**config.mk**
```make
export PLATFORM = sky130hd
export DESIGN_NAME = pipeline_step_controller
export DESIGN_NICKNAME = d
export VERILOG_FILES = /design/src/rtl/mips_ctrl_pkg.sv /design/src/rtl/pipeline_step_controller.sv
export SDC_FILE = /design/constraint.sdc
export NUM_CORES = 1
export LEC_CHECK = 0
export ABC_AREA = 1
export ABC_CLOCK_PERIOD_IN_PS = 1700
export CAP_MARGIN = 20
export CORE_UTILIZATION = 31
export CTS_BUF_LIST = sky130_fd_sc_hd__clkbuf_4 sky130_fd_sc_hd__clkbuf_8 sky130_fd_sc_hd__clkbuf_16
export DETAILED_ROUTE_END_ITERATION = 8
export GPL_ROUTABILITY_DRIVEN = 0
export PLACE_DENSITY_LB_ADDON = 0.15
export SLEW_MARGIN = 20
export SYNTH_ARGS = -nofsm -noshare
export SYNTH_HDL_FRONTEND = slang
export SYNTH_SLANG_ARGS = --single-unit
```
**constraint.sdc**
```tcl
create_clock -name clk -period 1.7 [get_ports clk]
set_input_delay 0.34 -clock clk [delete_from_list [all_inputs] [get_ports clk]]
set_output_delay 0.34 -clock clk [all_outputs]
set_load 0.02 [all_outputs]
```
**src/rtl/mips_ctrl_pkg.sv**
```systemverilog
// Shared encodings for the pipeline step controller: controller states,
// host command codes and the halt instruction pattern.
package mips_ctrl_pkg;

  typedef enum logic [2:0] {
    ST_IDLE   = 3'd0,
    ST_RUN    = 3'd1,
    ST_STEP   = 3'd2,
    ST_DRAIN  = 3'd3,
    ST_HALTED = 3'd4
  } step_state_e;

  typedef enum logic [1:0] {
    CMD_NOP   = 2'b00,
    CMD_RUN   = 2'b01,
    CMD_STEP  = 2'b10,
    CMD_PAUSE = 2'b11
  } step_cmd_e;

  localparam logic [31:0] HALT_INSTR = 32'hFFFF_FFFF;

endpackage

```
**src/rtl/pipeline_step_controller.sv**
```systemverilog
// Run/step/halt controller that gates the pipeline stall and counts unstalled cycles.
// Define STEP_CTRL_CYCLE_CNT_EN to build the cycle counter; otherwise o_cycle_count is tied to 0.
//
// state  | meaning
// IDLE   | pipeline stalled, waiting for RUN or STEP
// RUN    | free-running until PAUSE or a halt instruction
// STEP   | exactly one unstalled cycle, then back to IDLE
// DRAIN  | halt fetched; let in-flight instructions retire
// HALTED | stalled for good, only reset leaves
module pipeline_step_controller
  import mips_ctrl_pkg::*;
#(
  parameter int SIZE         = 32,
  parameter int DRAIN_CYCLES = 4,
  parameter int CNT_WIDTH    = 32
) (
  input  logic                 clk,
  input  logic                 rst,
  input  logic                 i_cmd_valid,
  input  logic [1:0]           i_cmd,
  output logic                 o_cmd_ready,
  input  logic [SIZE-1:0]      i_instruction,
  input  logic                 i_clear_count,
  output logic                 o_stall,
  output logic [2:0]           o_state,
  output logic                 o_done,
  output logic                 o_halted,
  output logic [CNT_WIDTH-1:0] o_cycle_count
);

  localparam int DRAIN_W = (DRAIN_CYCLES > 1) ? $clog2(DRAIN_CYCLES) : 1;
  localparam logic [DRAIN_W-1:0] DRAIN_LOAD = DRAIN_W'(DRAIN_CYCLES - 1);

  step_state_e        state_q, state_d;
  logic [DRAIN_W-1:0] drain_q, drain_d;
  logic               cmd_acc;
  logic               halt_seen;
  step_cmd_e          cmd;

  assign cmd       = step_cmd_e'(i_cmd);
  assign cmd_acc   = i_cmd_valid && o_cmd_ready;
  assign halt_seen = (i_instruction == SIZE'(HALT_INSTR));

  always_ff @(posedge clk or posedge rst) begin
    if (rst) begin
      state_q <= ST_IDLE;
      drain_q <= '0;
    end else begin
      state_q <= state_d;
      drain_q <= drain_d;
    end
  end

  always_comb begin
    state_d     = state_q;
    drain_d     = drain_q;
    o_done      = 1'b0;
    o_stall     = 1'b1;
    o_cmd_ready = 1'b0;
    o_halted    = 1'b0;
    unique case (state_q)
      ST_IDLE: begin
        o_cmd_ready = 1'b1;
        if (i_cmd_valid) begin
          if (cmd == CMD_RUN)       state_d = ST_RUN;
          else if (cmd == CMD_STEP) state_d = ST_STEP;
        end
      end
      ST_RUN: begin
        o_stall     = 1'b0;
        o_cmd_ready = 1'b1;
        // A halt wins over a PAUSE presented in the same cycle.
        if (halt_seen) begin
          state_d = ST_DRAIN;
          drain_d = DRAIN_LOAD;
        end else if (cmd_acc && cmd == CMD_PAUSE) begin
          state_d = ST_IDLE;
        end
      end
      ST_STEP: begin
        o_stall = 1'b0;
        if (halt_seen) begin
          state_d = ST_DRAIN;
          drain_d = DRAIN_LOAD;
        end else begin
          state_d = ST_IDLE;
          o_done  = 1'b1;
        end
      end
      ST_DRAIN: begin
        o_stall = 1'b0;
        if (drain_q == '0) begin
          state_d = ST_HALTED;
          o_done  = 1'b1;
        end else begin
          drain_d = drain_q - 1'b1;
        end
      end
      ST_HALTED: begin
        o_halted = 1'b1;
      end
      default: begin
        state_d = ST_IDLE;
      end
    endcase
  end

  assign o_state = state_q;

`ifdef STEP_CTRL_CYCLE_CNT_EN
  logic [CNT_WIDTH-1:0] cycle_cnt_q;

  always_ff @(posedge clk or posedge rst) begin
    if (rst) begin
      cycle_cnt_q <= '0;
    end else if (i_clear_count) begin
      cycle_cnt_q <= '0;
    end else if (!o_stall && !(&cycle_cnt_q)) begin
      cycle_cnt_q <= cycle_cnt_q + CNT_WIDTH'(1);
    end
  end

  assign o_cycle_count = cycle_cnt_q;
`else
  logic unused_clear_count;

  assign unused_clear_count = i_clear_count;
  assign o_cycle_count      = '0;
`endif

endmodule

```
==> summary.md <==
| Metric | Value |
|---|---|
| Port-buffer cells | `between 40 and 50` |
| Nets | `about 220` |
| Clk sinks | `5` |
| Final hold vios | `0` |
| Worst vdd ir | `approximately 0.68 mV` |
| Sw power | `about 0.00055 W` |
| Critical path's largest stage delay | `390 ps` |
| Status | `finished clean` |
| CTS tree | `yes` |
| Yosys reg bits | `5` |
| Clock Power Share | `14.2%` |
| Finished Cell Area | `approximately 1300 um^2` |
| Slew Limit Fails | `0` |
| Final Skew | `12.32 ps` |
| Core area | `2255 um^2` |
| Register-to-Register Path Depth | `7` |
| Most frequent cells in the layout | `nand2_1 (44), dlymetal6s2s_1 (33), conb_1 (32)` |
| Mean Syn Cell Area | `roughly 6.1 um^2` |
| Initial antenna violation count | `0` |
| RSZ-0062 raised after global routing | `false` |
| Maximum Capacitance Violations | `0` |
| Reg-to-reg critical path startpoint | `o_state[2]` |
| Clk buf depth | `2` |
| Final count of negative-setup-slack endpoints | `0` |
| Cell leakage power | `around 0.97 nW` |
| CP Launch Type | `flip-flop` |
| Overflow after GRT | `0` |
| DR iter-0 viols | `6` |
| Crit Path Category | `flip-flop to primary output` |
| Die Area | `roughly 2700 um^2` |
| Final core area utilization | `a little under three fifths` |
| Int Pwr | `around 0.0006 W` |
| I/O pin total | `77` |
| CP max stage cell | `dfrtp_1` |
| Fill cells | `210` |
| Root Driver | `clkbuf_4` |
| DR DRC count | `0` |
| Crit share post-route | `a little over nine tenths` |
| CP Capture Type | `primary output` |
| Hold crit path type | `primary input to asynchronous set/reset pin` |
| Fmax | `slightly above 0.6 GHz` |
| GR Util All Layers | `between 10% and 20%` |
| Switching Fraction | `between 40% and 50%` |
| Critical Path RT | `between 1000 and 1500 ps` |
| Row count | `17` |
| Worst Path Arrival | `roughly 1300 ps` |
| Logic gate share of total power | `68.2%` |
| Initial Util | `between 30% and 40%` |
| Pwr Total | `between 0.001 and 0.0015 W` |
| CP delay by family, top | `buffers and inverters` |
| Vias in the first global route | `756` |
| Largest net degree at the start of global routing | `6` |
| Die width | `about 52 um` |
| Worst setup endpoint | `o_cmd_ready` |
| Drt first pass iters | `3` |
| Postcts setup bufs | `0` |
| Post-layout minimum cycle time | `approximately 1600 ps` |
| Dominant cell type by area after synthesis | `buf_4` |
| CP Launch Point | `o_state[2]` |
| Routed WL per cell | `roughly 9.7 um` |
| Post-synthesis cell area | `760.7 um^2` |
| DRT antenna net count | `0` |
| Most common cell after layout, fill and taps aside | `nand2_1` |
| Fin Setup TNS | `0 ps` |
| Post-Synthesis Cells | `125` |
| Reg2reg end | `o_state[0]` |
| WP buf/inv | `2` |
| Via density | `between 3 and 4` |
| R2r setup slk | `410 ps` |
| Dpl hpwl | `~1600 um` |
| Crit path depth | `3` |
| Placed inst area | `1185 um^2` |
| Diodes inserted | `0` |
| P per Cell Area | `roughly 900 nW/um^2` |
| Seq/Total Area, Yosys | `about 16%` |
| Share of cells above drive strength 1 | `between 10% and 20%` |
| Max FO, Critical Path | `3` |
| DR vias | `830` |
| Critical path, cell by cell | `buf_4 -> nor2_1 -> clkdlybuf4s15_1` |
| Total CTS buffers | `3` |
| First-pass GRT wire length | `around 2900 um` |
| Yosys cell types | `17` |
| Routed wire length | `2031 um` |
| Clock-pin transition on the worst setup and hold timing paths | `~50 ps` |
| Sequential power share | `roughly 18%` |
| Area Overhead vs Synth | `70.07%` |
| Synth Warn # | `0` |
| CTS H-Tree Depth | `1` |
| Top post-synthesis cells by area | `buf_4 (32%), nand2_1 (22%), dfrtp_1 (16%), nor2_1 (6.9%), ha_1 (4.9%)` |
| Proportion of netlist area held by the largest area contributor | `a little under a third` |
| Worst-Skew Late Latency | `around 260 ps` |
| Die span in y | `between 50 and 60 um` |
-- synth_stat cells --
cell type	n
a21oi_1	1
a21oi_2	1
buf_4	32
conb_1	1
dfrtp_1	5
ha_1	3
inv_1	9
inv_2	2
nand2_1	44
nand2_2	2
nand2_4	1
nand3_1	6
nand3b_1	1
nand4_1	1
nor2_1	14
o21ai_0	1
or2_4	1
-- state kept, by name, summed over array words and instances (netlist names) --
register,flops
o_state,3
drain_q,2
-- cell type report --
type	count	area [um^2]	area share (%)
timing repair buffer	54	584.3	45.16
multi-input combinational	108	478.0	36.94
sequential	5	125.1	9.671
inverter	11	41.29	3.191
tap	28	35.03	2.708
clock buffer	4	30.03	2.321
-- per-stage QoR --
step                      cells  setup slack, ps  hold WS (ps)
after floorplan             156            272.6         118.5
after global placement      206           -546.6         458.2
after detailed placement    206           -579.7         470.0
after CTS                   210           -263.3         278.8
after global routing        210            12.43         300.5
final                       210            89.48         280.4
-- worst reg2reg max path, cell delays in order (launching register included) --
cell     delay (ps)
dfrtp_1         390
buf_4           150
nor2_1          150
nand2_1          90
a21oi_1         190
a21oi_2          90
nand2_1          60
nand2_1          50
-- logic make-up after synthesis --
| group | Yosys count | share of synthesized area, % |
|---|---|---|
| DFF | 5 | 16.45 |
| other | 1 | 0.4929 |
| AOI/OAI and AO/OA | 3 | 2.466 |
| and+or+nand+nor | 70 | 38.65 |
| buffers and inverters | 43 | 37.01 |
| adders and majority gates | 3 | 4.935 |
-- layer usage --
layer | vias up | global-route usage, % | part of all wire (%)
met2 | 44 | 29.22 | 52
met5 | - | 0 | 0
met1 | 351 | 14.44 | 37
met4 | 0 | 8.108 | 3.3
li1 | 428 | - | -
met3 | 7 | 4.094 | 6.9
-- timing repair --
item | 4_1_cts | 5_1_grt
pin swaps | 0 | 31
endpoints found under the setup margin | 6 | 5
hold buffers | 0 | 0
resized for setup | 10 | 42
-- worst min-delay path by stage --
| stage | end | cells past startpoint | slack [ps] |
|---|---|---|---|
| after floorplan | drain_q[0] | 1 | 120 |
| after CTS | o_state[2] | 2 | 280 |
| after global placement | drain_q[1] | 2 | 460 |
| final | o_state[2] | 2 | 280 |
| after global routing | o_state[2] | 2 | 300 |
| after detailed placement | drain_q[1] | 2 | 470 |
-- power groups by stage --
stage	Combinational (W)	Sequential, W	Clock [W]
6_report	0.000793	0.000205	0.000166
5_1_grt	0.000891	0.000211	0.000177
4_1_cts	0.000804	0.000204	0.000173
3_5_place_dp	0.000838	0.000205	0
3_3_place_gp	0.000828	0.000205	0
2_1_floorplan	0.000506	0.000234	0
(Power assumes the default switching activity.)
